## src/rtl/code_calc_pkg.sv

```systemverilog
// code_calc_pkg: shared FSM states, opt bit positions and internal width helper
package code_calc_pkg;
  typedef enum logic [2:0] {IDLE, LOAD, NORM, AVG, MUL1, MUL2, OUT} state_t;
  localparam int OPT_NORM = 0;
  localparam int OPT_DESC = 1;
  localparam int OPT_EQ   = 2;
  // Headroom for sums of products of (W+1)-bit signed values and an N-term sum.
  function automatic int calc_w(input int w, input int n);
    return 2 * w + $clog2(n) + 4;
  endfunction
endpackage

```

## src/rtl/code_calc_sorter.sv

```systemverilog
// code_calc_sorter: N-entry ascending insertion sorter, one insert per cycle
module code_calc_sorter
  import code_calc_pkg::*;
#(
  parameter int N = 5,
  parameter int W = 4
) (
  input  logic                clk,
  input  logic                rst,
  input  logic                clr,
  input  logic                ins_valid,
  input  logic [W-1:0]        ins_data,
  output logic [N-1:0][W-1:0] sorted
);
  logic [N-1:0][W-1:0] r_s, w_nxt;
  for (genvar i = 0; i < N; i++) begin : g_ins
    if (i < N - 1) begin : g_mid
      assign w_nxt[i] = r_s[i+1] <= ins_data ? r_s[i+1] : r_s[i] <= ins_data ? ins_data : r_s[i];
    end else begin : g_top
      assign w_nxt[i] = r_s[i] <= ins_data ? ins_data : r_s[i];
    end
  end
  // Insert by shifting smaller entries down and dropping entry 0; the cleared zeros fall out after N inserts.
  always_ff @(posedge clk)
    if (rst || clr) r_s <= '0;
    else if (ins_valid) r_s <= w_nxt;
  assign sorted = r_s;
endmodule

```

## src/rtl/code_calc_seq.sv

```systemverilog
// code_calc_seq: serial sort-and-evaluate code calculator; define CODE_CALC_SAT_EN to saturate the result instead of wrapping
module code_calc_seq
  import code_calc_pkg::*;
#(
  parameter int N  = 5,
  parameter int W  = 4,
  parameter int OW = 10
) (
  input  logic          clk,
  input  logic          rst,
  input  logic          in_valid,
  input  logic [W-1:0]  in_data,
  input  logic [2:0]    opt,
  output logic          busy,
  output logic          out_valid,
  output logic [OW-1:0] out_data
);
  localparam int XW = calc_w(W, N) > OW ? calc_w(W, N) : OW + 1;
  localparam int CW = $clog2(N);
  typedef logic signed [XW-1:0] x_t;
  typedef logic signed [W:0] n_t;
  localparam x_t NX    = x_t'(N);
  localparam x_t THREE = x_t'(3);

  state_t              r_state;
  logic [CW-1:0]       r_cnt;
  logic [2:0]          r_opt;
  n_t                  r_n [N];
  x_t                  r_sum, r_avg, r_p1;
  logic                r_busy, r_ov;
  logic [OW-1:0]       r_od;
  logic                w_accept;
  logic [N-1:0][W-1:0] w_s;
  logic [W:0]          w_a;
  n_t                  w_n [N];
  x_t                  w_sum, w_ma, w_mb, w_p, w_t, w_res;
  logic [OW-1:0]       w_q;

  assign w_accept = in_valid && (r_state == IDLE || r_state == LOAD);

  code_calc_sorter #(.N(N), .W(W)) u_sorter (
    .clk      (clk),
    .rst      (rst),
    .clr      (r_state == OUT),
    .ins_valid(w_accept),
    .ins_data (in_data),
    .sorted   (w_s)
  );

  // Normalise the (optionally reversed) sorted vector and total it for the NORM registers.
  always_comb begin
    w_a = r_opt[OPT_NORM] ? ({1'b0, w_s[0]} + {1'b0, w_s[N-1]}) >> 1 : '0;
    w_sum = '0;
    for (int i = 0; i < N; i++) begin
      w_n[i] = $signed({1'b0, r_opt[OPT_DESC] ? w_s[N-1-i] : w_s[i]}) - $signed(w_a);
      w_sum = w_sum + x_t'(w_n[i]);
    end
  end

  // One multiplier: p1 operands in MUL1, n[N-2]*avg in MUL2; the final equation is formed in MUL2.
  always_comb begin
    w_ma = r_state == MUL2 ? x_t'(r_n[N-2]) : r_opt[OPT_EQ] ? x_t'(r_n[0]) : x_t'(r_n[1]);
    w_mb = r_state == MUL2 ? r_avg : r_opt[OPT_EQ] ? x_t'(r_n[N-1]) : x_t'(r_n[2]);
    w_p = w_ma * w_mb;
    w_t = THREE * x_t'(r_n[N-2]) - r_p1;
    w_res = r_opt[OPT_EQ] ? (w_t < 0 ? -w_t : w_t) : (x_t'(r_n[0]) + w_p + r_p1) / THREE;
  end

`ifdef CODE_CALC_SAT_EN
  localparam x_t MAXV = x_t'(2 ** (OW - 1) - 1);
  localparam x_t MINV = -MAXV - x_t'(1);
  assign w_q = w_res > MAXV ? OW'(MAXV) : w_res < MINV ? OW'(MINV) : OW'(w_res);
`else
  assign w_q = OW'(w_res);
`endif

  // Job sequencer: load beats, then one pipeline step per state with registered outputs.
  always_ff @(posedge clk) begin
    if (rst) begin
      r_state <= IDLE;
      r_cnt   <= '0;
      r_opt   <= '0;
      r_n     <= '{default: '0};
      r_sum   <= '0;
      r_avg   <= '0;
      r_p1    <= '0;
      r_busy  <= 1'b0;
      r_ov    <= 1'b0;
      r_od    <= '0;
    end else begin
      case (r_state)
        IDLE: if (in_valid) begin
          r_opt   <= opt;
          r_cnt   <= CW'(1);
          r_busy  <= 1'b1;
          r_state <= LOAD;
        end
        LOAD: if (in_valid) begin
          r_cnt   <= r_cnt == CW'(N - 1) ? '0 : r_cnt + 1'b1;
          r_state <= r_cnt == CW'(N - 1) ? NORM : LOAD;
        end
        NORM: begin
          r_n     <= w_n;
          r_sum   <= w_sum;
          r_state <= AVG;
        end
        AVG: begin
          r_avg   <= r_sum / NX;
          r_state <= MUL1;
        end
        MUL1: begin
          r_p1    <= w_p;
          r_state <= MUL2;
        end
        MUL2: begin
          r_ov    <= 1'b1;
          r_od    <= w_q;
          r_state <= OUT;
        end
        OUT: begin
          r_ov    <= 1'b0;
          r_od    <= '0;
          r_busy  <= 1'b0;
          r_state <= IDLE;
        end
        default: r_state <= IDLE;
      endcase
    end
  end

  assign busy      = r_busy;
  assign out_valid = r_ov;
  assign out_data  = r_od;
endmodule

```

## config.mk

```make
export PLATFORM = sky130hd
export DESIGN_NAME = code_calc_seq
export DESIGN_NICKNAME = d
export VERILOG_FILES = /design/src/rtl/code_calc_pkg.sv /design/src/rtl/code_calc_sorter.sv /design/src/rtl/code_calc_seq.sv
export SDC_FILE = /design/constraint.sdc
export NUM_CORES = 1
export LEC_CHECK = 0
export ABC_CLOCK_PERIOD_IN_PS = 12200
export BUFFER_PORTS_ARGS = -buffer_cell sky130_fd_sc_hd__buf_2
export CAP_MARGIN = 20
export CORE_MARGIN = 8
export CORE_UTILIZATION = 50
export CTS_CLUSTER_SIZE = 12
export DETAILED_ROUTE_END_ITERATION = 16
export PLACE_DENSITY = 0.71
export SLEW_MARGIN = 20
export SYNTH_ARGS = -nofsm -noshare
export SYNTH_HDL_FRONTEND = slang
export SYNTH_SLANG_ARGS = --single-unit
```

## constraint.sdc

```tcl
create_clock -name clk -period 12.2 [get_ports clk]
set_clock_uncertainty 0.1 [all_clocks]
set_input_delay 1.22 -clock clk [delete_from_list [all_inputs] [get_ports clk]]
set_output_delay 1.22 -clock clk [all_outputs]
set_load 0.01 [all_outputs]
```

Yosys cells after proc, flatten, opt, wreduce, memory -nomap -nowiden
Index checks and enable logic that the tools add are counted.

storage, ports and cells
  register bits = 111
  bits of input ports = 10
  output and inout bits = 12

cells by class
  $add $sub $neg = 15
  multipliers = 2
  div/mod/pow operators = 2
  order comparisons = 6
  equality and inequality tests = 9
  muxes and demuxes = 30
  reductions and logical operators = 20

operators with widths
  cell                                                         number
  two-way mux 15 bit                                           4
  two-way mux 4 bit                                            13
  subtractor 4 x 4 -> 5 bit                                    5
  less-or-equal comparator 4 bit                               5
  two-way mux 10 bit                                           2
  case mux 10 bit (2 select lines)                             1
  case mux 3 bit (6 select lines)                              1
  AND reduction 2 bit                                          8
  adder 15 bit                                                 1
  adder 5 x 15 -> 15 bit                                       1
  divider 15 x 3 -> 15 bit, second input constant              1
  divider 15 x 4 -> 15 bit, second input constant              1
  less-than comparator 15 x 1 -> 1 bit, second input constant  1
  multiplier 15 x 15 -> 15 bit                                 1
  subtractor 8 x 15 -> 15 bit                                  1
  nonzero test 2 bit                                           7
  equality test 3 bit, second input constant                   4
  two-way mux 3 bit                                            4
  negation 10 bit                                              1
  adder 8 x 5 -> 9 bit                                         1
  adder 7 x 5 -> 8 bit                                         1
  multiplier 3 x 5 -> 8 bit, first input constant              1
  adder 6 x 5 -> 7 bit                                         1
  adder 5 x 5 -> 6 bit                                         1
  13 further kinds                                             17

Logic depth before layout (Yosys ltp)
  word-level depth = 8
  depth in mapped cells = 60
  mapped depth without buffers = 52

Cells and area by module
Synthesis repeated with hierarchy kept, for this count alone.

unflattened totals
  cells, all modules = 1873
  area, all modules = 14853.0 um2

modules (own cells, without submodules)
  module            times used  cells an instance  area an instance (um2)
  code_calc_seq     1           1713               13317.8
  code_calc_sorter  1           160                1535.2

Least setup slack after synthesis
OpenSTA, ideal clock, no wires.

  kind = flip-flop to flip-flop
  start = register r_state[2]
  end = register r_od[8], in the netlist out_data[8]
  setup time = 123 ps
  data arrival time = 12199 ps
  required time = 11977 ps
  path slack = -222 ps
  cell stages (with the launch flop) = 52
  clock period less this slack = 12422 ps
  cells stage by stage = dfxtp_1 > buf_2 > and2b_1 > nand2_2 > clkbuf_1 > buf_1 > nand2_1 > o21ai_1 > nor2_1 > fa_1 > inv_1 > fa_1 > fa_1 > fa_1 > inv_1 > fa_1 > inv_1 > fa_1 > [16 not listed] > o31ai_4 > nand3_2 > and2_4 > buf_6 > a221o_1 > o2bb2ai_2 > buf_2 > and2_1 > o21ai_0 > a31oi_1 > ha_1 > or3_1 > a2bb2oi_2 > ha_1 > nor4bb_1 > a21o_1 > xnor2_1 > o21ai_1

between the ends
  word-level cells in the longest chain between the ends = 8

ends and longest elaborated chain
  item                                          RTL line                                  source
  start: declaration                            code_calc_seq.sv:25                       state_t r_state;
  start signal: assignment                      code_calc_seq.sv:100                      r_state <= r_cnt == CW'(N - 1) ? NORM : LOAD;
  equality test 3 bit (*)                       code_calc_seq.sv:62, code_calc_seq.sv:63
  two-way mux 15 bit, on equally long branches  code_calc_seq.sv:62, code_calc_seq.sv:63
  multiplier 15 x 15 -> 15 bit (*)              code_calc_seq.sv:64                       w_p = w_ma * w_mb;
  named net w_p[11]                             code_calc_seq.sv:36                       x_t w_sum, w_ma, w_mb, w_p, w_t, w_res;
  adder 5 x 15 -> 15 bit (*)                    code_calc_seq.sv:66                       w_res = r_opt[OPT_EQ] ? (w_t < 0 ? -w_t : w_t) : (x_t'(r_n[0]) + w_p + r_p1) / THREE;
  adder 15 bit (*)                              code_calc_seq.sv:66
  divider 15 x 3 -> 15 bit (*)                  code_calc_seq.sv:66
  two-way mux 10 bit (*)                        code_calc_seq.sv:66
  case mux 10 bit (2 select lines) (*)          code_calc_seq.sv:91                       case (r_state)
  end signal: assignment                        code_calc_seq.sv:117                      r_od <= w_q;
  end: declaration                              code_calc_seq.sv:31                       logic [OW-1:0] r_od;

Mark *: on every way through the listed nets, which the timed path passes. The rest lies on a longest branch.
A chain may end at the register's enable or synchronous reset.

Worst setup path in the final report
  start = register r_state[1]
  end = register r_od[6], in the netlist out_data[6]

The elaborated chain is that of the path after synthesis.

==> impl_metrics.csv <==
group,metric,value,unit
flow_run,maxCapViolCount,0,
layout,drive_gt1_frac,0.146,
placement,dp.cells,2220,
synthesis,avgSynthCellArea,7.96,sq um
die,fp-row-count,62,
synthesis,async_flop_share,0,
synthesis,yosysMostFrequentCell,"inv_1",
min_path,hold_class,"flip-flop to flip-flop",
worst_setup_path,reg2reg_to,"out_data[6]",
worst_setup_path,cp_slowest_cell,"fa_1",
global_route,grt_first_pass_wirelength,59000,um
sta,fin_crit_sh,0.968,
synthesis,synth-seq-cells,105,
power,power_switching,0.366,mW
power,p_int,0.681,mW
worst_setup_path,reg2reg_slack,0.39,ns
synthesis,synth_cell_types,107,
clock_tree,cts-htree-levels,3,
global_route,antenna_found_initial,0,
worst_setup_path,max_stage_delay,0.55,ns
sta,final_max_slew_viol_count,0,
layout,finalNetCount,2130,
clock_tree,clk_pin_slew,0.08,ns
power,swShare,0.350,
die,die_y,186,um
power,p_total,1.05,mW
drt,ant_nets,0,
drt,wl_per_cell,15.7,um
drt,vias_per_cell,5.60,
synthesis,netlist.top_cell.by_area,"dfxtp_1",
synthesis,netlist_area,14500,sq um
worst_setup_path,critPathCaptureType,"flip-flop",
layout,diodes,0,
drt,drc_errors,0,
die,coreArea,28500,sq um
die,die-width,186,um
power,p_leak,7.03,nW
worst_setup_path,crit_required,12.38,ns
power,clockPowerShare,0.284,
synthesis,synth-main-ff-cell,"dfxtp_1",
placement,dpl.hpwl,27800,um
global_route,grt_max_degree,80,
synthesis,synth.area.top_cells,"dfxtp_1 15%, ha_1 14%, fa_1 13%",
placement,portBuffers,21,
power,combPwrFrac,0.370,
drt,wl,35500,um
drt,drtPass1Iterations,5,
outcome,status,"finished clean",
sta,setup_viol,0,
sta,max_freq,84.7,MHz
placement,post-place-ws,-0.270,ns
sta,relSlewSlack,0.249,
drt,drt-met1-wl,15800,um
global_route,grt_usage,0.205,
global_route,grt_pass1_vias,12100,
worst_setup_path,r2r_cells,50,
worst_setup_path,worstSetupPathType,"flip-flop to flip-flop",
synthesis,synth_seq_area_share,0.145,
synthesis,synth_fp_nets,2078,
layout,final_cells,2257,
power,peakVddDrop,275,uV
synthesis,ys_warn_count,0,
placement,gp_congestion,0.923,
sta,hold_viol,0,
synthesis,netlist_instances,1816,
clock_tree,cts_tree,"built",
sta,fin_setup_tns,0,ns
worst_setup_path,crit_start,"r_state[1]",
power,power_density,64.9,nW/um^2
worst_setup_path,cpMostUsedCell,"fa_1",
sta,tightest_slew,1.12,ns
die,ioPinCount,22,
clock_tree,cts-root-buf,"clkbuf_16",
clock_tree,clock_sinks,105,
drt,wl_met3,1120,um
synthesis,synth_commonest_cells,"207 x inv_1, 188 x nor2_1, 178 x nand2_1",
layout,area_growth,11.7,%
global_route,grt_overflow,0,
clock_tree,ctsHoldBuffers,0,
drt,wl_met2,17600,um
worst_setup_path,crit_end,"out_data[6]",
die,die-area,34600,sq um
worst_setup_path,start_kind,"flip-flop",
drt,vias,12600,
clock_tree,clockBufferDepth,2,
worst_setup_path,worst-path-max-fanout,8,
clock_tree,numCtsBuffers,9,
power,pwr-share-seq,0.346,
synthesis,synth_edf_count,0,
drt,first_iter_violations,683,
worst_setup_path,reg2reg_from,"r_state[1]",
sta,period_needed,11.81,ns
drt,top_layer,"met4",
sta,fin_ws,0.388,ns
synthesis,netlist.area_leader.share,0.145,
clock_tree,clock_latency,0.36,ns
die,start_util,0.506,
worst_setup_path,arrival,11.99,ns
## cells in the final DEF (no fill, tap or decap), types with 23 or more instances in the layout
master,count
o21ai_0,58
xnor2_1,102
fa_1,95
a21o_1,24
ha_1,150
xor2_1,28
mux2_2,23
a211oi_1,36
nand3_1,28
nand2_1,175
dfxtp_1,104
mux2i_1,23
a21oi_1,158
buf_4,87
inv_1,206
nor2_1,180
## cell families after synthesis
kind of cell    synth area share
simple gates               0.170
compound gates             0.209
buf+inv                   0.0767
fa+ha+maj                  0.269
xor+xnor                  0.0923
flops                      0.145
mux                       0.0372
## repair_timing
item	4_1_cts	5_1_grt
pin swaps	2	27
endpoints found under the setup margin	3	6
setup buffers	0	20
cloned	0	1
gates resized for setup	14	86
## critical path, delay by kind of cell (launching register included)
family / cells / cell delay (ns)
buffers and inverters: 9 / 0.95
AO/OA/AOI/OAI: 16 / 3.18
XOR/XNOR: 4 / 0.97
adder cells (fa/ha/maj): 11 / 4.49
flip-flops: 1 / 0.31
AND/OR/NAND/NOR: 10 / 1.73
## layout make-up
| class | count | area, sq um |
|---|---|---|
| fillers | 2711 | 12400 |
| multi-input cells | 1432 | 11700 |
| flip-flops and latches | 105 | 2100 |
| repair buffers | 113 | 827 |
| inverters | 207 | 777 |
| well taps | 384 | 480 |
| clock buffers | 10 | 239 |
| clock inverters | 6 | 50.0 |
## per-stage QoR
stage               hold WS (ns)   util  area, sq um
detailed placement         0.347  0.534        15200
CTS                        0.357  0.546        15600
global route               0.376  0.565        16100
global placement           0.340  0.534        15200
finish                     0.352  0.565        16100
floorplan                  0.329      -        14500
## per-layer routing
layer	GRT usage	up-vias
met2	0.367	253
li1	-	6311
met4	0.0594	0
met3	0.0209	55
met5	0	-
met1	0.258	6029
## worst min-delay path by stage
stage               from   endpoint  slack [ns]  depth (start not counted)
2_1_floorplan   r_avg[3]   r_avg[3]        0.33                          2
3_3_place_gp   out_valid  out_valid        0.34                          2
3_5_place_dp     r_p1[1]    r_p1[1]        0.35                          2
4_1_cts           r_n[2]     r_n[2]        0.36                          2
5_1_grt          r_p1[1]    r_p1[1]        0.38                          2
6_report       out_valid  out_valid        0.35                          2
## flip-flops by register name (all words and copies together) (netlist names)
register         cells
busy                 1
out_data            10
r_opt                3
r_state              3
r_n                 25
r_avg               15
r_p1                15
out_valid            1
r_cnt                3
r_sum                9
u_sorter.sorted     20
## power groups by stage
stage	registers (mW)	clock network (mW)	logic [mW]
5_1_grt	0.364	0.317	0.451
4_1_cts	0.362	0.302	0.394
3_5_place_dp	0.370	0	0.390
3_3_place_gp	0.370	0	0.384
6_report	0.363	0.297	0.387
2_1_floorplan	0.365	0	0.326
(Power assumes the default switching activity.)
